## src/rtl/fixed_pt_divider.sv

```systemverilog
// Iterative signed fixed-point divider (restoring, one quotient bit/clock).
// quotient = (dividend << DECIMAL_PLACE) / divisor, truncated toward zero.
//
// Ports:
//   clk, rst          rising-edge clock, synchronous active-high reset
//   start             request, sampled only while ready=1
//   dividend, divisor signed operands, latched on accepted start
//   ready             idle, able to accept start
//   done              one-cycle pulse, quotient/flags valid
//   quotient          signed result, held until next done
//   overflow          result magnitude out of range, held with quotient
//   div_by_zero       divisor was zero, held with quotient
//
// Build option: define FIXED_PT_DIVIDER_SATURATE_EN to clamp overflowing
// and divide-by-zero results instead of wrapping / returning zero.

module fixed_pt_divider #(
  parameter int OPERAND_WIDTH = 24,
  parameter int DECIMAL_PLACE = 12
) (
  input  logic                            clk,
  input  logic                            rst,
  input  logic                            start,
  input  logic signed [OPERAND_WIDTH-1:0] dividend,
  input  logic signed [OPERAND_WIDTH-1:0] divisor,
  output logic                            ready,
  output logic                            done,
  output logic signed [OPERAND_WIDTH-1:0] quotient,
  output logic                            overflow,
  output logic                            div_by_zero
);

  localparam int W  = OPERAND_WIDTH;
  localparam int Q  = OPERAND_WIDTH + DECIMAL_PLACE;
  localparam int CW = $clog2(Q + 1);

  localparam logic [CW-1:0] LAST = CW'(Q - 1);

  // Largest positive / negative magnitudes, widened to the quotient width.
  localparam logic [Q-1:0] POS_LIM = (Q'(1) << (W - 1)) - Q'(1);
  localparam logic [Q-1:0] NEG_LIM = Q'(1) << (W - 1);

  localparam logic [W-1:0] MAX_VAL = {1'b0, {(W-1){1'b1}}};
  localparam logic [W-1:0] MIN_VAL = {1'b1, {(W-1){1'b0}}};

  typedef enum logic [1:0] {
    IDLE,
    DIVIDE,
    FINISH
  } state_t;

  state_t        state;
  logic [Q-1:0]  dvd_sr;
  logic [Q-1:0]  quo;
  logic [W-1:0]  rem;
  logic [W-1:0]  dvs_mag;
  logic [CW-1:0] cnt;
  logic          neg;
  logic          dvd_neg;
  logic          dz;

  // Operand magnitudes as unsigned W-bit values; the most negative
  // operand maps to 2^(W-1), which still fits unsigned.
  logic [W-1:0] dvd_u;
  logic [W-1:0] dvs_u;
  logic [W-1:0] dvd_mag_in;
  logic [W-1:0] dvs_mag_in;

  assign dvd_u = dividend;
  assign dvs_u = divisor;
  assign dvd_mag_in = dvd_u[W-1] ? (~dvd_u + W'(1)) : dvd_u;
  assign dvs_mag_in = dvs_u[W-1] ? (~dvs_u + W'(1)) : dvs_u;

  // One restoring step: shift in the next dividend bit and try to
  // subtract. The remainder stays below |divisor|, so W bits hold it
  // and only the shifted value needs the extra top bit.
  logic [W:0]   rem_sh;
  logic [W-1:0] rem_sub;
  logic         fits;

  assign rem_sh  = {rem, dvd_sr[Q-1]};
  assign fits    = rem_sh >= {1'b0, dvs_mag};
  assign rem_sub = rem_sh[W-1:0] - dvs_mag;

  // Result formatting for the FINISH state.
  logic [W-1:0] quo_neg;
  logic [W-1:0] wrap_val;
  logic [W-1:0] res_val;
  logic [W-1:0] dz_val;
  logic         ovf_c;

  assign quo_neg  = ~quo[W-1:0] + W'(1);
  assign wrap_val = neg ? quo_neg : quo[W-1:0];
  assign ovf_c    = neg ? (quo > NEG_LIM) : (quo > POS_LIM);

`ifdef FIXED_PT_DIVIDER_SATURATE_EN
  assign res_val = ovf_c ? (neg ? MIN_VAL : MAX_VAL) : wrap_val;
  assign dz_val  = dvd_neg ? MIN_VAL : MAX_VAL;
`else
  assign res_val = wrap_val;
  assign dz_val  = '0;
`endif

  always_ff @(posedge clk) begin
    if (rst) begin
      state       <= IDLE;
      ready       <= 1'b1;
      done        <= 1'b0;
      quotient    <= '0;
      overflow    <= 1'b0;
      div_by_zero <= 1'b0;
      dvd_sr      <= '0;
      quo         <= '0;
      rem         <= '0;
      dvs_mag     <= '0;
      cnt         <= '0;
      neg         <= 1'b0;
      dvd_neg     <= 1'b0;
      dz          <= 1'b0;
    end else begin
      done <= 1'b0;
      unique case (state)
        IDLE: begin
          if (start) begin
            ready   <= 1'b0;
            neg     <= dvd_u[W-1] ^ dvs_u[W-1];
            dvd_neg <= dvd_u[W-1];
            dvs_mag <= dvs_mag_in;
            dvd_sr  <= {dvd_mag_in, {DECIMAL_PLACE{1'b0}}};
            quo     <= '0;
            rem     <= '0;
            cnt     <= '0;
            dz      <= (dvs_u == '0);
            state   <= (dvs_u == '0) ? FINISH : DIVIDE;
          end
        end
        DIVIDE: begin
          dvd_sr <= dvd_sr << 1;
          quo    <= {quo[Q-2:0], fits};
          rem    <= fits ? rem_sub : rem_sh[W-1:0];
          cnt    <= cnt + CW'(1);
          if (cnt == LAST) begin
            state <= FINISH;
          end
        end
        FINISH: begin
          if (dz) begin
            quotient    <= dz_val;
            overflow    <= 1'b0;
            div_by_zero <= 1'b1;
          end else begin
            quotient    <= res_val;
            overflow    <= ovf_c;
            div_by_zero <= 1'b0;
          end
          done  <= 1'b1;
          ready <= 1'b1;
          state <= IDLE;
        end
        default: begin
          ready <= 1'b1;
          state <= IDLE;
        end
      endcase
    end
  end

endmodule

```

## config.mk

```make
export PLATFORM = sky130hd
export DESIGN_NAME = fixed_pt_divider
export DESIGN_NICKNAME = d
export VERILOG_FILES = /design/src/rtl/fixed_pt_divider.sv
export SDC_FILE = /design/constraint.sdc
export NUM_CORES = 1
export LEC_CHECK = 0
export BUFFER_PORTS_ARGS = -buffer_cell sky130_fd_sc_hd__buf_2
export CAP_MARGIN = 20
export CORE_ASPECT_RATIO = 0.75
export CORE_UTILIZATION = 30
export CTS_BUF_LIST = sky130_fd_sc_hd__clkbuf_8
export CTS_CLUSTER_SIZE = 30
export DETAILED_ROUTE_END_ITERATION = 8
export PLACE_DENSITY = 0.55
export SKIP_CTS_REPAIR_TIMING = 1
export SLEW_MARGIN = 30
export SYNTH_ARGS = -nofsm -noshare
export SYNTH_HDL_FRONTEND = slang
export SYNTH_SLANG_ARGS = --single-unit
export TNS_END_PERCENT = 50
```

## constraint.sdc

```tcl
create_clock -name clk -period 7.4 [get_ports clk]
set_input_delay 1.11 -clock clk [delete_from_list [all_inputs] [get_ports clk]]
set_output_delay 1.11 -clock clk [all_outputs]
set_load 0.005 [all_outputs]
```

==> results of run 1 <==
-- through the flow --
step	utilization, %	instances	hold slack (ns)
after detailed placement	33.5	1407	0.445
after CTS	35.0	1439	0.458
final	35.0	1440	0.451
after global placement	33.5	1407	0.440
after global routing	35.0	1439	0.476
after floorplan	-	1048	0.425
-- area by class of cell --
class / count / area [sq um] / area share (%)
sequential: 146 / 2920 / 31.6
tap: 344 / 430 / 4.66
inverter: 35 / 131 / 1.42
clock inverter: 14 / 151 / 1.64
multi-input combinational: 794 / 4880 / 52.9
timing repair buffer: 88 / 468 / 5.07
antenna: 1 / 2.50 / 0.0271
clock buffer: 18 / 248 / 2.68
-- final timing paths --
path,start,to,slack [ns]
max,dividend[6],dvd_sr[31],3.94
max reg2reg,dvd_sr[35],rem[22],4.33
min,quotient[23],quotient[23],0.45
min reg2reg,quotient[23],quotient[23],0.45
-- cells in the final DEF, fill, tap and decap left out, drive strengths merged, types with 14 or more instances in the layout --
cell,Yosys,routed
dfxtp,146,146
nand3,50,50
a211oi,25,25
buf,7,88
nor3,14,14
a22oi,31,31
nor2,95,95
xor2,40,40
o21ai,56,56
ha,29,29
inv,35,41
clkbuf,66,18
a21oi,102,102
xnor2,42,42
o31ai,19,19
nand2,119,119
and3,15,15
-- worst max-delay path: stages --
cell and delay [ns]:
buf_2 0.11, or4_1 0.54, or3_1 0.40, or4_1 0.43
or4_4 0.44, or2_4 0.27, o41ai_4 0.21, xor2_1 0.17
o22ai_1 0.08
-- power breakdown --
| group | internal (mW) | total, mW | switching (mW) |
|---|---|---|---|
| registers | 0.817 | 0.839 | 0.0223 |
| clock network | 0.313 | 0.643 | 0.330 |
| logic | 0.136 | 0.371 | 0.235 |
-- state kept, by name, indices dropped and copies added (netlist names) --
name and flops:
cnt 6, div_by_zero 1, done 1, dvd_sr 24, dvs_mag 24, dz 1, neg 1, overflow 1
quo 36, quotient 24, ready 1, rem 24, state 2
-- metal layers --
| layer | global-route usage, % | vias to the layer above | wire length [microns] | part of all wire [%] |
|---|---|---|---|---|
| li1 | - | 3812 | - | - |
| met1 | 22.6 | 3415 | 11000 | 53 |
| met2 | 21.6 | 123 | 8450 | 41 |
| met3 | 3.56 | 13 | 955 | 4.6 |
| met4 | 3.15 | 0 | 157 | 0.76 |
| met5 | 0 | - | 0 | 0 |
-- cells by family (layout without fill, tap and decap cells) --
kind of cell / after synthesis / count (layout)
simple gates: 372 / 372
fa+ha+maj: 30 / 30
xor+xnor: 82 / 82
flops: 146 / 146
other cells: 0 / 1
mux: 9 / 9
compound gates: 301 / 301
buf+inv: 108 / 155
==> flow_metrics.tcl, run 1 <==
set metrics [dict create \
    status "finished with violations" \
    violations "DRC" \
    yosysMostFrequentCell "dfxtp_1" \
    ys.flop_type "dfxtp_1" \
    timing.max_cap.violations 0 \
    syn_area_sq_um 8180 \
    final.fill_count 2786 \
    skew_ns 0.0164 \
    io_pins 79 \
    synth_common_cells "dfxtp_1, nand2_1, a21oi_1" \
    seq_area_frac_synth_pct 35.7 \
    fin_crit_ns 3.46 \
    drtAntennaViolNets 0 \
    gp_congestion 0.847 \
    slew_headroom_pct 40.7 \
    rsz0062_at_grt "no" \
    hold_class "flop to flop" \
    cts_tree "yes" \
    numCtsBuffers 17 \
    grt_usage_pct 15.1 \
    synth-compound-area-share_pct 23.3 \
    maxSlewViolCount 0 \
    r2r_cells 12 \
    die-height_microns 145 \
    placed_area_sq_um 8830 \
    whs_path_depth 2 \
    fin_ws_ns 3.94 \
    layout-drive-gt1-share_pct 12.7 \
    synthMuxAreaShare_pct 1.10 \
    cp_max_fo 3 \
    grt_max_degree 80 \
    design.core.area_sq_um 26400 \
    async_reset_ff_share_pct 0 \
    worst_pin_slew_ns 0.885 \
    yosys.area_share.simple_pct 21.5 \
    hold_viol 0 \
    dr.pass1.iters 7 \
    die_w_microns 193 \
    cts.path.max_buffers 2 \
    yosysWarnings 0 \
    initial_core_util_pct 31.0 \
    clk_pin_slew_ns 0.08 \
    final.period_utilization_pct 46.7 \
    synth_xor_area_share_pct 8.78 \
    via_per_inst 5.11 \
    finalWirelength_microns 20500 \
    areaGrowthSynthToFinish_pct 12.9 \
    synth_top_area_cell "dfxtp_1" \
    vias 7363 \
    syn-num-nets 1129 \
    htreeDepth 4 \
    grt_pass1_vias 6650 \
    drc 12 \
    power_density_nw_per_um2 201 \
    vdd_drop_max_uv 103 \
    synth_top_family_by_area "compound AO/OA/AOI/OAI gates" \
    drtIter0Drc 425 \
    max_freq_ghz 0.289 \
    synth-edff-count 0 \
    wire_per_inst_microns 14.3 \
    yosys.area_share.adder_pct 4.68 \
    yosysTopAreaCellShare_pct 35.7 \
    path_class "input pin to flop" \
    grt_pass1_wl_microns 34400 \
    cp-end-kind "flop" \
    std_cell_rows 51 \
    cp.required_ns 7.71 \
    syn_inst 1048 \
    ys_types 53 \
    setup_violations 0 \
    portBuffers 78 \
    dpl.hpwl_microns 14100 \
    cts_sinks 146 \
    cp-start-kind "input pin" \
    clockRootBuffer "clkbuf_8" \
    p_leak_nw 3.65 \
    pre_cts_ws_ns 3.46 \
    tns_ns 0 \
    postSynthAreaPerCell_sq_um 7.80 \
    p_total_mw 1.85 \
    post-route-cell-area_sq_um 9240 \
    fin_nets 1163 \
    overflow 0 \
    ys_seq_elements 146 \
    clock_latency_ns 0.46 \
    antenna_found_initial 1 \
    fp.dieArea_sq_um 27900 \
    synth_area_leaders "dfxtp_1, a21oi_1, nand2_1, xnor2_1, ha_1" \
    cp.arrival_ns 3.77 \
]
Note: power is estimated with default switching activity, not from simulation.
==> inputs of run 2 (changes only) <==
- clock period: 7.4 -> 3.6 ns (I/O delays scaled with it)
==> flow_metrics.tcl, run 2 (same netlist as run 1, synthesis figures left out) <==
set metrics [dict create \
    timing.rr.start "dvd_sr[35]" \
    design.core.area_sq_um 26400 \
    clock_latency_ns 0.46 \
    dr.max_layer_used "met4" \
    r2r_setup_slack_ns 0.53 \
    dp.cells 1409 \
    post-route-util_pct 35.1 \
    fin_crit_ns 3.07 \
    crit_buf_inv 1 \
    p_leak_nw 3.66 \
    placed_area_sq_um 8850 \
    tns_ns 0 \
    drtIter0Drc 524 \
    largest_reg_flops 36 \
    clockRootBuffer "clkbuf_8" \
    grt_max_degree 65 \
    skew_ns 0.0169 \
    cp_top_family "compound AO/OA/AOI/OAI gates" \
    wl_met1_microns 10900 \
    drtAntennaViolNets 0 \
    vias 7378 \
    grt_pass1_wl_microns 34400 \
    setup_violations 0 \
    wire_per_inst_microns 14.2 \
    rsz0062_at_grt "no" \
    crit_path_cell_trace "inv_1, ha_1, fa_1, nor2b_1, o31a_1, o21bai_1, a21oi_1, nor3_1, o31ai_1, a31oi_1, mux2i_1, nand2_1" \
    cp_max_fo 3 \
    initial_core_util_pct 31.0 \
    max_freq_ghz 0.326 \
    violations "DRC" \
    startpoint "dvd_sr[35]" \
    final_common_cell "dfxtp_1" \
    portBuffers 78 \
    drc 12 \
    cp-end-kind "flop" \
    post-route-cell-area_sq_um 9260 \
    pre_cts_ws_ns 0.218 \
    finalWirelength_microns 20500 \
    r2r_cells 12 \
    via_per_inst 5.12 \
    cts.path.max_buffers 2 \
    final.fill_count 2768 \
    die-height_microns 145 \
    layout_common_cells "dfxtp_1, nand2_1, a21oi_1" \
    power_density_nw_per_um2 413 \
    overflow 0 \
    cp-start-kind "flop" \
    io_pins 79 \
    die_w_microns 193 \
    fin_cells 1442 \
    gp_congestion 0.829 \
    hold_viol 0 \
    cts_sinks 146 \
    fin_nets 1165 \
    crit_path_max_incr_delay_ns 0.48 \
    antenna_found_initial 1 \
    cts_tree "yes" \
    grt_pass1_vias 6700 \
    dpl.hpwl_microns 14400 \
    vdd_drop_max_uv 222 \
    areaGrowthSynthToFinish_pct 13.2 \
    fp.dieArea_sq_um 27900 \
    crit_slowest_cell "o31ai_1" \
    clk_pin_slew_ns 0.09 \
    path_depth 12 \
    met3_length_microns 919 \
    path_class "flop to flop" \
    cp.arrival_ns 3.42 \
    cp-endpoint "rem[22]" \
    grt_usage_pct 15.1 \
    layout-drive-gt1-share_pct 12.9 \
    final.period_utilization_pct 85.2 \
    std_cell_rows 51 \
    htreeDepth 4 \
    hold_class "input pin to flop" \
    timing.max_cap.violations 0 \
    cp.required_ns 3.95 \
    status "finished with violations" \
    fin_ws_ns 0.534 \
    reg2reg_to "rem[22]" \
    dr.pass1.iters 9 \
    worst_pin_slew_ns 0.959 \
    top_register "quo" \
    route.met2.wl_microns 8480 \
    slew_headroom_pct 36.1 \
    maxSlewViolCount 0 \
    numCtsBuffers 17 \
]
run 2: cell count changes in the layout (fill, tap and decap cells not counted), sizes merged:
| cell | before | now |
|---|---|---|
| buf | 88 | 90 |
| clkinv | 5 | 6 |
| clkinvlp | 1 | 2 |
| inv | 41 | 39 |
run 2: worst min-delay path by stage:
stage / from / end / slack (ns) / cells after the start
2_1_floorplan: dvd_sr[12] / dvd_sr[12] / 0.43 / 2
4_1_cts: divisor[0] / dvs_mag[0] / 0.33 / 3
3_3_place_gp: quotient[23] / quotient[23] / 0.44 / 2
6_report: divisor[0] / dvs_mag[0] / 0.36 / 3
5_1_grt: divisor[0] / dvs_mag[0] / 0.36 / 3
3_5_place_dp: quotient[21] / quotient[21] / 0.45 / 2
run 2: per-stage QoR:
stage | total power [mW] | hold slack [ns]
final | 3.82 | 0.359
after global routing | 4.04 | 0.362
after global placement | 2.52 | 0.442
after floorplan | 2.31 | 0.425
after detailed placement | 2.52 | 0.446
after CTS | 3.87 | 0.333
run 2: cell type report:
class	count	area [sq um]	area share (%)
Clock buffer	18	248	2.68
Inverter	35	131	1.42
Antenna cell	1	2.50	0.0270
Sequential cell	146	2920	31.6
Multi-Input combinational cell	794	4880	52.7
Tap cell	344	430	4.65
Clock inverter	14	156	1.69
Timing Repair Buffer	90	483	5.22
run 2: tightest hold or removal path, delay by kind of cell:
kind / cells / cell delay (ns)
buf+inv: 1 / 0.12
simple gates: 1 / 0.06
compound gates: 1 / 0.05
run 2: report_power, final:
group | total (mW) | switching [mW] | internal [mW]
Combinational | 0.760 | 0.479 | 0.281
Sequential | 1.73 | 0.0469 | 1.68
Clock | 1.34 | 0.692 | 0.644
run 2: layer usage:
layer	GRT usage (%)	up-vias
met3	3.05	14
met2	21.4	135
met1	22.8	3415
li1	-	3814
met4	3.94	0
met5	0	-
